**config.mk**
```make
export PLATFORM = sky130hd
export DESIGN_NAME = pcileech_sysctl
export DESIGN_NICKNAME = d
export VERILOG_FILES = /design/src/rtl/pcileech_sysctl.sv
export SDC_FILE = /design/constraint.sdc
export NUM_CORES = 1
export LEC_CHECK = 0
export ABC_AREA = 1
export CORE_MARGIN = 5
export CORE_UTILIZATION = 55
export DETAILED_ROUTE_END_ITERATION = 8
export GPL_TIMING_DRIVEN = 0
export PLACE_DENSITY = 0.76
export REMOVE_ABC_BUFFERS = 1
export SLEW_MARGIN = 30
export SYNTH_ARGS = -nofsm -noshare
export SYNTH_HDL_FRONTEND = slang
export SYNTH_SLANG_ARGS = --single-unit
```
**constraint.sdc**
```tcl
create_clock -name clk -period 5.5 [get_ports clk]
set_input_delay 1.1 -clock clk [delete_from_list [all_inputs] [get_ports clk]]
set_output_delay 1.1 -clock clk [all_outputs]
set_load 0.005 [all_outputs]
```
**src/rtl/pcileech_sysctl.sv**
```systemverilog
// System control: power-on reset, debounced buttons with press/long-press
// detection, free-running 64-bit tick counter and power-on LED blink overlay.
module pcileech_sysctl #(
  parameter int NUM_BTN          = 2,
  parameter int NUM_LED          = 2,
  parameter int RST_BTN_IDX      = 1,
  parameter int CFG_BTN_IDX      = 1,
  parameter int POR_CYCLES       = 64,
  parameter int DEBOUNCE_CYCLES  = 1000000,
  parameter int LONGPRESS_CYCLES = 500000000,
  parameter int BLINK_BIT        = 24,
  parameter int BLINK_END_BIT    = 27,
  parameter logic [NUM_LED-1:0] BLINK_MASK = NUM_LED'(2'b10)
) (
  input  logic               clk,
  input  logic               rst,
  input  logic [NUM_BTN-1:0] btn_n,
  input  logic [NUM_LED-1:0] led_src,
  input  logic [NUM_LED-1:0] led_invert,
  output logic [NUM_LED-1:0] led_out,
  output logic               rst_sys,
  output logic               rst_cfg_reload,
  output logic [NUM_BTN-1:0] btn_state,
  output logic [NUM_BTN-1:0] btn_press,
  output logic [NUM_BTN-1:0] btn_release,
  output logic [NUM_BTN-1:0] btn_long,
  output logic [63:0]        tickcount64
);

  localparam int DB_W = (DEBOUNCE_CYCLES > 1) ? $clog2(DEBOUNCE_CYCLES) : 1;
  localparam logic [DB_W-1:0] DB_LAST = DB_W'(DEBOUNCE_CYCLES - 1);
  localparam int HOLD_W = ($clog2(LONGPRESS_CYCLES) > 32) ? $clog2(LONGPRESS_CYCLES) : 32;
  localparam logic [HOLD_W-1:0] HOLD_LAST = HOLD_W'(LONGPRESS_CYCLES - 1);

  typedef enum logic [1:0] {IDLE, HELD, LONG} press_state_t;

  logic [NUM_BTN-1:0] sync1_reg;
  logic [NUM_BTN-1:0] sync2_reg;
  logic [NUM_BTN-1:0] btn_sync;
  logic [NUM_BTN-1:0] in_long;
  logic [63:0]        tick_reg;
  logic               rst_sys_reg;
  logic               cfg_reload_reg;
  logic [NUM_LED-1:0] led_reg;
  logic               blink;

  // Synchroniser flops idle at 1 so reset looks like "all buttons released".
  always_ff @(posedge clk) begin
    if (rst) begin
      sync1_reg <= '1;
      sync2_reg <= '1;
    end else begin
      sync1_reg <= btn_n;
      sync2_reg <= sync1_reg;
    end
  end

  assign btn_sync = ~sync2_reg;

  genvar gi;
  generate
    for (gi = 0; gi < NUM_BTN; gi++) begin : g_btn
      logic [DB_W-1:0]   db_cnt_reg;
      logic              state_reg;
      logic              state_d_reg;
      logic              press_reg;
      logic              release_reg;
      logic              long_reg;
      logic              long_next;
      press_state_t      fsm_reg;
      press_state_t      fsm_next;
      logic [HOLD_W-1:0] hold_reg;
      logic [HOLD_W-1:0] hold_next;

      always_ff @(posedge clk) begin
        if (rst) begin
          db_cnt_reg  <= '0;
          state_reg   <= 1'b0;
          state_d_reg <= 1'b0;
          press_reg   <= 1'b0;
          release_reg <= 1'b0;
          long_reg    <= 1'b0;
          fsm_reg     <= IDLE;
          hold_reg    <= '0;
        end else begin
          if (btn_sync[gi] == state_reg) begin
            db_cnt_reg <= '0;
          end else if (db_cnt_reg == DB_LAST) begin
            state_reg  <= ~state_reg;
            db_cnt_reg <= '0;
          end else begin
            db_cnt_reg <= db_cnt_reg + 1'b1;
          end
          state_d_reg <= state_reg;
          press_reg   <= state_reg & ~state_d_reg;
          release_reg <= ~state_reg & state_d_reg;
          fsm_reg     <= fsm_next;
          hold_reg    <= hold_next;
          long_reg    <= long_next;
        end
      end

      // Hold counter counts cycles with btn_state high; entry into HELD is the first.
      always_comb begin
        fsm_next  = fsm_reg;
        hold_next = hold_reg;
        long_next = 1'b0;
        case (fsm_reg)
          IDLE: begin
            if (state_reg) begin
              fsm_next  = HELD;
              hold_next = HOLD_W'(1);
            end
          end
          HELD: begin
            if (!state_reg) begin
              fsm_next  = IDLE;
              hold_next = '0;
            end else if (hold_reg == HOLD_LAST) begin
              fsm_next  = LONG;
              long_next = 1'b1;
            end else begin
              hold_next = hold_reg + 1'b1;
            end
          end
          LONG: begin
            if (!state_reg) begin
              fsm_next  = IDLE;
              hold_next = '0;
            end
          end
          default: begin
            fsm_next  = IDLE;
            hold_next = '0;
          end
        endcase
      end

      assign btn_state[gi]   = state_reg;
      assign btn_press[gi]   = press_reg;
      assign btn_release[gi] = release_reg;
      assign btn_long[gi]    = long_reg;
      assign in_long[gi]     = (fsm_reg == LONG);
    end
  endgenerate

  assign blink = tick_reg[BLINK_BIT] & ((tick_reg >> BLINK_END_BIT) == 64'd0);

  always_ff @(posedge clk) begin
    if (rst) begin
      tick_reg       <= '0;
      rst_sys_reg    <= 1'b1;
      cfg_reload_reg <= 1'b0;
      led_reg        <= '0;
    end else begin
      tick_reg       <= btn_state[RST_BTN_IDX] ? 64'd0 : tick_reg + 64'd1;
      rst_sys_reg    <= btn_state[RST_BTN_IDX] | (tick_reg < 64'(POR_CYCLES));
      cfg_reload_reg <= in_long[CFG_BTN_IDX];
      led_reg        <= led_src ^ led_invert ^ (BLINK_MASK & {NUM_LED{blink}});
    end
  end

  assign tickcount64    = tick_reg;
  assign rst_sys        = rst_sys_reg;
  assign rst_cfg_reload = cfg_reload_reg;
  assign led_out        = led_reg;

endmodule

```
== After elaboration in Yosys (flattened, before gate mapping) ==
Cells that the tools add are included.

* Input port bits: 8
* Bits in registers: 190
* Logic and storage cells: 99

* Order comparisons: 1
* Equal/unequal tests: 18
* Multiplexer cells: 22
* Add/subtract/negate cells: 5
* Reductions and logical operators: 14
* Bitwise operators: 17

{| class="wikitable"
|+ Operators with widths
! kind !! count
|-
| $mux 32 || 8
|-
| $pmux 32 s3 || 2
|-
| $add 32x1->32 const B || 2
|-
| $add 64x1->64 const B || 1
|-
| $eq 32x29->1 const B || 2
|-
| $logic_not 64->1 || 1
|-
| $lt 64x7->1 const B || 1
|-
| $add 20x1->20 const B || 2
|-
| $eq 20x20->1 const B || 2
|-
| $mux 2 || 8
|-
| $ne 3x3->1 const B || 4
|-
| $pmux 2 s3 || 2
|-
| $reduce_and 3->1 || 4
|-
| $reduce_or 3->1 || 4
|-
| $ne 2x2->1 const B || 4
|-
| $not 1->1 || 8
|-
| $and 1x1->1 || 5
|-
| $eq 2x1->1 const B || 2
|-
| $eq 2x2->1 const B || 2
|-
| $logic_not 2->1 || 2
|-
| $reduce_and 2->1 || 2
|-
| $xor 2x2->2 || 2
|-
| $eq 1x1->1 || 2
|-
| $mux 1 || 2
|-
| 3 further kinds || 3
|}

== Logic depth before layout (Yosys ltp) ==
Gate-level depths: netlist (run 1).

* Depth in word-level cells: 4
* Depth in mapped cells: 12
* Mapped depth without buffers: 12

== Worst setup path before layout (run 1) ==
No wires, ideal clock.

* Path kind: input-to-reg
* Start: input rst
* End: register tick_reg[60], in the netlist tickcount64[60]
* Stages: 5
* Setup slack: 3.468 ns
* Required time: 5.429 ns
* Library setup time: 0.071 ns
* Arrival: 1.961 ns
* Path through: nor2_1 > inv_1 > clkbuf_1 > clkbuf_1 > a21oi_1

* Word-level cells in the longest chain between the ends: 1

{| class="wikitable"
|+ Ends and longest elaborated chain
! element !! RTL line !! text
|-
| start: declaration || 16 || <nowiki>input logic rst,</nowiki>
|-
| $reduce_or 2->1 (no line) || n/a ||
|-
| end signal: assignment || 156 || <nowiki>tick_reg <= btn_state[RST_BTN_IDX] ? 64'd0 : tick_reg + 64'd1;</nowiki>
|-
| end: declaration || 41 || <nowiki>logic [63:0] tick_reg;</nowiki>
|}

Every way passes these cells.
A chain may end at the register's enable or synchronous reset.

== Final worst setup path (run 1) ==
* Start: register g_btn[1].state_reg
* End: output btn_state[1]

{| class="wikitable"
|+ RTL lines
! element !! RTL line !! text
|-
| start: declaration || 64 || <nowiki>logic state_reg;</nowiki>
|-
| start signal: assignment || 89 || <nowiki>state_reg <= ~state_reg;</nowiki>
|-
| end: declaration || 23 || <nowiki>output logic [NUM_BTN-1:0] btn_state,</nowiki>
|}

No word-level cell between the ends.

==> results.cfg, run 1 <==
[routing]
dr.pass1.iters = 6
viasPerCell = 5.52
wirelength_um = 32800
drc = 0
wl_per_cell_um = 15.5
ant_nets = 0
via_count = 11700
drt-initial-drc-count = 1047

[synth]
async_flop_share_pct = 0
synth_top_flop_cell = dfxtp_1
syn_area_sq_um = 11000
syn_area_per_cell_sq_um = 6.23
yosys_warnings = 0
yosysTopAreaCell = dfxtp_1
synth_edf_count = 0
yosys.cell_types.count = 40
ys_seq_area_share_pct = 34.5
yosys-top-cells-area = dfxtp_1 34%, nand2_1 15%, nor2_1 9.8%
yosysMostFrequentCell = nand2_1
synth.ff_latch_count = 190
synth_common_cells = 437 x nand2_1, 289 x nor2_1, 225 x inv_1
synth_top_area_share_pct = 34.5
netlist_instances = 1771

[critical_path]
crit_slowest_cell = dfxtp_1
start_kind = flop
crit_end = btn_state[1]
cp.arrival_ns = 2.04
setup.worst_path.class = flop to primary output
end_kind = primary output
r2r_start = g_btn[1].state_reg
r2r_end = g_btn[1].hold_reg[22]
r2r_cells = 8
cpPeakStageDelay_ns = 0.94
path_cells = clkdlybuf4s50_1
startpoint = g_btn[1].state_reg
critPathBufInv = 1
worstPathRequired_ns = 4.40
reg2reg_slack_ns = 2.69
cp.depth = 1
crit_family = flip-flops
critical_path.max_fanout = 20

[floorplanning]
floorplan.initialDensity_pct = 56.3
die_area_sq_um = 23000
top_level_ports = 84
die_w_um = 152
die_h_um = 152
rows = 51
core_sq_um = 19600

[clocking]
cts_buffers = 17
clkLatencyLatePin_ns = 0.44
ctsResizeCount = 0
cts_max_level = 4
tritoncts = yes
root_buffer = clkbuf_16
post-cts-setup-buffers = 0
cts_buffer_depth = 2
clock_sinks = 190
ctsHoldBuffers = 0
clk_pin_slew_ns = 0.07

[final_layout]
drive_gt1_share_pct = 5.80
fin_area_sq_um = 12600
diodes = 0
nNetsFinal = 1846
area_delta_synth_final_pct = 14.0

[sta]
slew_headroom_pct = 36.5
max_freq_mhz = 319
tightest_slew_ns = 0.951
finalSetupViolCount = 0
maxSlewViolCount = 0
min_period_over_period_pct = 57.1
period_minus_slack_ns = 3.14
finalHoldViolCount = 0
whs_ns = 0.408
worst_clock_skew_ns = 0.0141
rsz0062_at_grt = false

[place]
hpwlAfterDp_um = 25100
placedInstanceArea_sq_um = 12000
portBuffers = 83
place_congestion = 0.968

[hold_path]
min_path_type = flop to flop

[power]
power.leakage_nw = 4.06
ir_drop_mv = 0.189
power_density_nw_per_um2 = 211

[global_routing]
overflow = 0
grt_max_degree = 40
grt_pass1_vias = 10400
track_usage_pct = 28.9
antenna_found_initial = 0
grt_first_pass_wirelength_um = 53000

[job]
drv_cap = 0

[outcome]
status = finished clean
==> placed cells by master, fill, tap and decap left out, drive strengths merged, types with 7 or more instances in the layout <==
cell,count
dfxtp,190
nor3,87
clkdlybuf4s50,82
nor2,301
nand3,104
nor4,18
nand4,101
nand2,453
a21oi,126
inv,243
or2,17
o21ai,42
xor2,12
nor3b,8
clkbuf,19
xnor2,7
==> cell type report <==
type                    instances  area, sq um
fillers                      1844         7020
multi-input cells            1301         6100
flip-flops and latches        190         3800
inverters                     238          893
repair buffers                 85          876
clock buffers                  19          433
well taps                     265          332
clock inverters                13          133
==> worst min path at each step <==
stage                       startpoint            to  slack, ns  depth (start not counted)
after CTS                 sync1_reg[1]  sync2_reg[1]       0.41                          1
final                     sync1_reg[1]  sync2_reg[1]       0.41                          1
after global routing      sync1_reg[1]  sync2_reg[1]       0.43                          1
after global placement    sync1_reg[1]  sync2_reg[1]       0.39                          1
after detailed placement  sync1_reg[1]  sync2_reg[1]       0.39                          1
after floorplan           sync1_reg[0]  sync2_reg[0]       0.39                          1
==> per-layer routing <==
layer / part of all wire, % / track usage (%) / wire length [um]
met1: 46 / 40.2 / 14900
met2: 45 / 46.3 / 14800
met3: 7.8 / 5.71 / 2570
met4: 1.5 / 6.83 / 479
met5: 0 / 0 / 0
==> per-stage QoR <==
| stage | setup TNS, ns | util, % | total power [W] | worst slack (ns) | instances |
|---|---|---|---|---|---|
| after floorplan | 0 | - | 0.00143 | 2.91 | 1729 |
| after global placement | -59.75 | 61.0 | 0.00146 | -1.39 | 2077 |
| after detailed placement | 0 | 61.3 | 0.00147 | 2.37 | 2079 |
| after CTS | 0 | 64.2 | 0.00267 | 2.27 | 2111 |
| after global routing | 0 | 64.2 | 0.00274 | 2.30 | 2111 |
| final | 0 | 64.2 | 0.00265 | 2.36 | 2111 |
==> power by group <==
group / total [W] / internal, W / switching, W
combinational: 0.0000530 / 0.0000196 / 0.0000334
clock: 0.00121 / 0.000637 / 0.000575
sequential: 0.00138 / 0.00138 / 0.00000348
==> logic make-up after synthesis <==
group / after synthesis / share of synthesized area (%)
DFF: 190 / 34.5
xor gates and xnor gates: 19 / 1.51
and+or+nand+nor: 1092 / 44.1
buffers and inverters: 280 / 10.3
adders and majority gates: 5 / 0.567
AOI/OAI and AO/OA: 185 / 9.11
Note: power is estimated with default switching activity, not from simulation.
==> run 2: changes to the inputs <==
CORE_UTILIZATION = 54   (was 55)
PLACE_DENSITY = 0.78   (was 0.76)
clock period = 2.75 ns   (was 5.5 ns; I/O delays follow)
==> results.cfg, run 2 (same netlist as run 1, synthesis figures left out) <==
[sta]
max_freq_mhz = 414
min_period_over_period_pct = 87.9
finalHoldViolCount = 0
maxSlewViolCount = 0
tightest_slew_ns = 0.790
period_minus_slack_ns = 2.42
slew_headroom_pct = 47.2
worst_clock_skew_ns = 0.0138
whs_ns = 0.408
finalSetupViolCount = 0
rsz0062_at_grt = false

[clocking]
ctsHoldBuffers = 0
cts_buffer_depth = 2
ctsResizeCount = 0
tritoncts = yes
clock_sinks = 190
post-cts-setup-buffers = 0
cts_max_level = 4
clkLatencyLatePin_ns = 0.44
clk_pin_slew_ns = 0.07
root_buffer = clkbuf_16
cts_buffers = 17

[global_routing]
track_usage_pct = 26.4
antenna_found_initial = 0
overflow = 0
grt_first_pass_wirelength_um = 51400
grt_pass1_vias = 10600
grt_max_degree = 49

[final_layout]
diodes = 0
final_cell_mix = 437 x nand2_1, 288 x nor2_1, 224 x inv_1, 188 x dfxtp_1, 115 x a21oi_1
seqCellArea_sq_um = 3810
area_delta_synth_final_pct = 13.9
fin_area_sq_um = 12600
fill_cells = 1933
final_cells = 2116
nNetsFinal = 1846
drive_gt1_share_pct = 5.85
final_common_cell = nand2_1
multi_input_area_sq_um = 6100

[power]
power_density_nw_per_um2 = 416
ir_drop_mv = 0.370
p_int_w = 0.00400
seqPwrFrac_pct = 52.9
p_comb_share_pct = 2.0
power.leakage_nw = 4.05
clock_power_share_pct = 45.1
power_switching_w = 0.00122
switching_share_pct = 23.4

[floorplanning]
top_level_ports = 84
die_w_um = 153
die_area_sq_um = 23400
core_sq_um = 20200
die_h_um = 153
floorplan.initialDensity_pct = 54.7
rows = 52

[routing]
via_count = 11600
wirelength_um = 31500
wl_per_cell_um = 14.9
viasPerCell = 5.47
ant_nets = 0
drc = 0
drt-initial-drc-count = 1097
dr.pass1.iters = 8

[hold_path]
min-delay-start = sync1_reg[0]
min_path_type = flop to flop
hold_path_depth = 1
holdPathEnd = sync2_reg[0]

[critical_path]
crit_family = simple AND/OR/NAND/NOR gates
cp.arrival_ns = 2.80
worstPathRequired_ns = 3.13
r2r_start = g_btn[1].state_reg
r2r_end = g_btn[1].hold_reg[22]
critPathBufInv = 2
cpPeakStageDelay_ns = 0.65
reg2reg_slack_ns = 0.33
r2r_cells = 8
critical_path.max_fanout = 29
start_kind = flop
end_kind = flop
path_cells = inv_2 > nor2_2 > nand4_4 > nand2_4 > inv_2 > nand2_1 > nand2_1 > nor2_1
setup.worst_path.class = flop to flop
crit_slowest_cell = dfxtp_2

[place]
place_congestion = 0.990
placedInstanceArea_sq_um = 12000
hpwlAfterDp_um = 23700
portBuffers = 83
dp.cells = 2084

[outcome]
status = finished clean

[job]
drv_cap = 0
==> run 2: cell types whose count changed in the layout (fill, tap and decap cells not counted), sizes merged <==
cell / previous run / this run
clkinvlp: 1 / 4
inv: 243 / 241
bufinv: 1 / 0
clkbuf: 19 / 20
clkinv: 6 / 5
==> run 2: area by class of cell <==
cell class / count / share of cell area [%]
clock buffer: 20 / 3.55
clock inverter: 12 / 0.846
multi-input combinational: 1301 / 48.6
timing repair buffer: 85 / 6.97
sequential: 190 / 30.3
tap: 270 / 2.69
inverter: 238 / 7.11
==> run 2: metrics by stage <==
stage	setup TNS (ns)	utilization, %	power, W	setup slack [ns]
after floorplan	0	-	0.00287	0.709
after global placement	-325.21	59.3	0.00292	-3.46
after detailed placement	0	59.6	0.00293	0.0291
after CTS	0	62.3	0.00527	0.0222
after global routing	0	62.3	0.00539	0.194
final	0	62.3	0.00522	0.332
==> run 2: worst max-delay path by stage <==
stage / startpoint / end / slack [ns] / cells after the start
floorplan: rst / tickcount64[17] / 0.71 / 4
global placement: rst / tickcount64[4] / -3.46 / 5
detailed placement: g_btn[1].state_reg / g_btn[1].hold_reg[22] / 0.03 / 8
CTS: g_btn[1].state_reg / g_btn[1].hold_reg[22] / 0.02 / 8
global route: g_btn[1].state_reg / g_btn[1].hold_reg[22] / 0.19 / 8
finish: g_btn[1].state_reg / g_btn[1].hold_reg[22] / 0.33 / 8
==> run 2: worst register-to-register path, delay by kind of cell (launching register included) <==
family                 cells  cell delay (ns)
flip-flops                 1             0.65
AND/OR/NAND/NOR            6             1.27
buffers and inverters      2             0.45
==> run 2: power groups by stage <==
stage                     Sequential [W]  Combinational (W)  Clock [W]
after detailed placement         0.00283           0.000104          0
after floorplan                  0.00283          0.0000390          0
after CTS                        0.00277           0.000105    0.00240
final                            0.00277           0.000105    0.00235
after global routing             0.00277           0.000115    0.00251
after global placement           0.00283          0.0000953          0
==> run 2: routing by layer <==
metal	global-route usage (%)	up-vias	wire length (um)
met2	42.9	417	14200
li1	-	5876	-
met1	35.2	5221	13700
met4	9.25	0	797
met3	5.15	60	2710
met5	0	-	0
==> run 3: changes to the inputs <==
--- a/config.mk
+++ b/config.mk
@@ -8,8 +8,8 @@
 export ABC_AREA = 1
 export CORE_MARGIN = 5
-export CORE_UTILIZATION = 54
+export CORE_UTILIZATION = 45
 export DETAILED_ROUTE_END_ITERATION = 8
 export GPL_TIMING_DRIVEN = 0
-export PLACE_DENSITY = 0.78
+export PLACE_DENSITY = 0.67
 export REMOVE_ABC_BUFFERS = 1
 export SLEW_MARGIN = 30
==> constraint.sdc (replaced) <==
create_clock -name clk -period 2.75 [get_ports clk]
set_input_delay 0.275 -clock clk [delete_from_list [all_inputs] [get_ports clk]]
set_output_delay 0.275 -clock clk [all_outputs]
set_load 0.005 [all_outputs]
==> results.cfg, run 3 (same netlist as run 1, synthesis figures left out) <==
[clocking]
clock_sinks = 190
cts_buffer_depth = 2
tritoncts = yes
cts_buffers = 17
clkLatencyLatePin_ns = 0.45
cts_max_level = 4
clk_pin_slew_ns = 0.07
ctsHoldBuffers = 0
root_buffer = clkbuf_16

[sta]
tightest_slew_ns = 0.788
slew_headroom_pct = 47.3
min_period_over_period_pct = 89.9
finalSetupViolCount = 0
period_minus_slack_ns = 2.47
maxSlewViolCount = 0
fin_ws_ns = 0.278
max_freq_mhz = 404
rsz0062_at_grt = false
finalHoldViolCount = 0
whs_ns = 0.145
worst_clock_skew_ns = 0.0143

[hold_path]
min_path_type = input pin to flop

[routing]
wirelength_um = 33100
drt-initial-drc-count = 1022
ant_nets = 0
drc = 0
viasPerCell = 5.28
via_count = 11400
wl_per_cell_um = 15.3
dr.pass1.iters = 7

[power]
p_comb_share_pct = 2.0
power.leakage_nw = 4.04
p_int_w = 0.00397
seqPwrFrac_pct = 52.9
switching_share_pct = 24.1
power_density_nw_per_um2 = 415
ir_drop_mv = 0.388
clock_power_share_pct = 45.1
power_switching_w = 0.00126
p_total_w = 0.00523

[critical_path]
crit_family = simple AND/OR/NAND/NOR gates
cp.arrival_ns = 2.86
setup.worst_path.class = flop to flop
critical_path.max_fanout = 29
worstPathRequired_ns = 3.13
cpPeakStageDelay_ns = 0.66
crit_slowest_cell = dfxtp_2
end_kind = flop
start_kind = flop
path_cells = inv_2 > nor2_2 > nand4_4 > nand2_4 > inv_2 > nand2_1 > nand2_1 > nor2_1
critPathBufInv = 2

[final_layout]
fin_area_sq_um = 12600
final_common_cell = nand2_1
final_cell_mix = 437 x nand2_1, 288 x nor2_1, 224 x inv_1, 188 x dfxtp_1, 115 x a21oi_1
area_delta_synth_final_pct = 14.2
diodes = 0
drive_gt1_share_pct = 5.85
nNetsFinal = 1845

[place]
placedInstanceArea_sq_um = 12100
hpwlAfterDp_um = 25100
portBuffers = 83
post-place-ws_ns = -0.0752
place_congestion = 0.971

[global_routing]
grt_pass1_vias = 10600
overflow = 0
grt_max_degree = 54
grt_first_pass_wirelength_um = 54800
track_usage_pct = 23.7
antenna_found_initial = 0

[job]
drv_cap = 0

[floorplanning]
core_sq_um = 24200
rows = 57
top_level_ports = 84
die_area_sq_um = 27700
die_w_um = 167
floorplan.initialDensity_pct = 45.5
die_h_um = 167

[outcome]
status = finished clean
==> run 3: area by class of cell <==
class / instances / area (sq um)
Clock buffer: 18 / 429
Timing Repair Buffer: 84 / 856
Fill cell: 2513 / 11600
Tap cell: 324 / 405
Inverter: 238 / 896
Multi-Input combinational cell: 1301 / 6100
Clock inverter: 14 / 106
Sequential cell: 190 / 3810
==> run 3: final timing paths <==
check | startpoint | endpoint | slack [ns] | cells past startpoint
max | g_btn[1].state_reg | g_btn[1].hold_reg[22] | 0.28 | 8
min | rst | g_btn[0].hold_reg[29] | 0.15 | 2
max reg2reg | g_btn[1].state_reg | g_btn[1].hold_reg[22] | 0.28 | 8
min reg2reg | sync1_reg[1] | sync2_reg[1] | 0.42 | 1
==> run 3: timing repair <==
item                       4_1_cts  5_1_grt
gates resized for setup          2        0
setup endpoints to repair       11        0
buffers inserted                 0        0
==> run 3: routing by layer <==
layer  vias up  routed length [um]  GRT usage [%]
li1       5863                   -              -
met1      5201               15700           33.3
met2       315               14800           37.7
met3        63                1900           4.31
met4         0                 729           6.37
met5         -                   0              0
==> run 3: per-stage QoR <==
step,cells,TNS (ns),util (%)
2_1_floorplan,1729,0,-
3_3_place_gp,2136,-292.19,49.6
5_1_grt,2169,0,52.0
6_report,2169,0,52.0
4_1_cts,2169,0,52.0
3_5_place_dp,2137,-0.379,49.8
==> run 3: power groups by stage <==
stage / logic (W) / clock network (W) / registers [W]
2_1_floorplan: 0.0000390 / 0 / 0.00283
3_3_place_gp: 0.0000969 / 0 / 0.00283
3_5_place_dp: 0.000103 / 0 / 0.00283
4_1_cts: 0.000104 / 0.00239 / 0.00277
5_1_grt: 0.000114 / 0.00252 / 0.00277
6_report: 0.000102 / 0.00236 / 0.00277
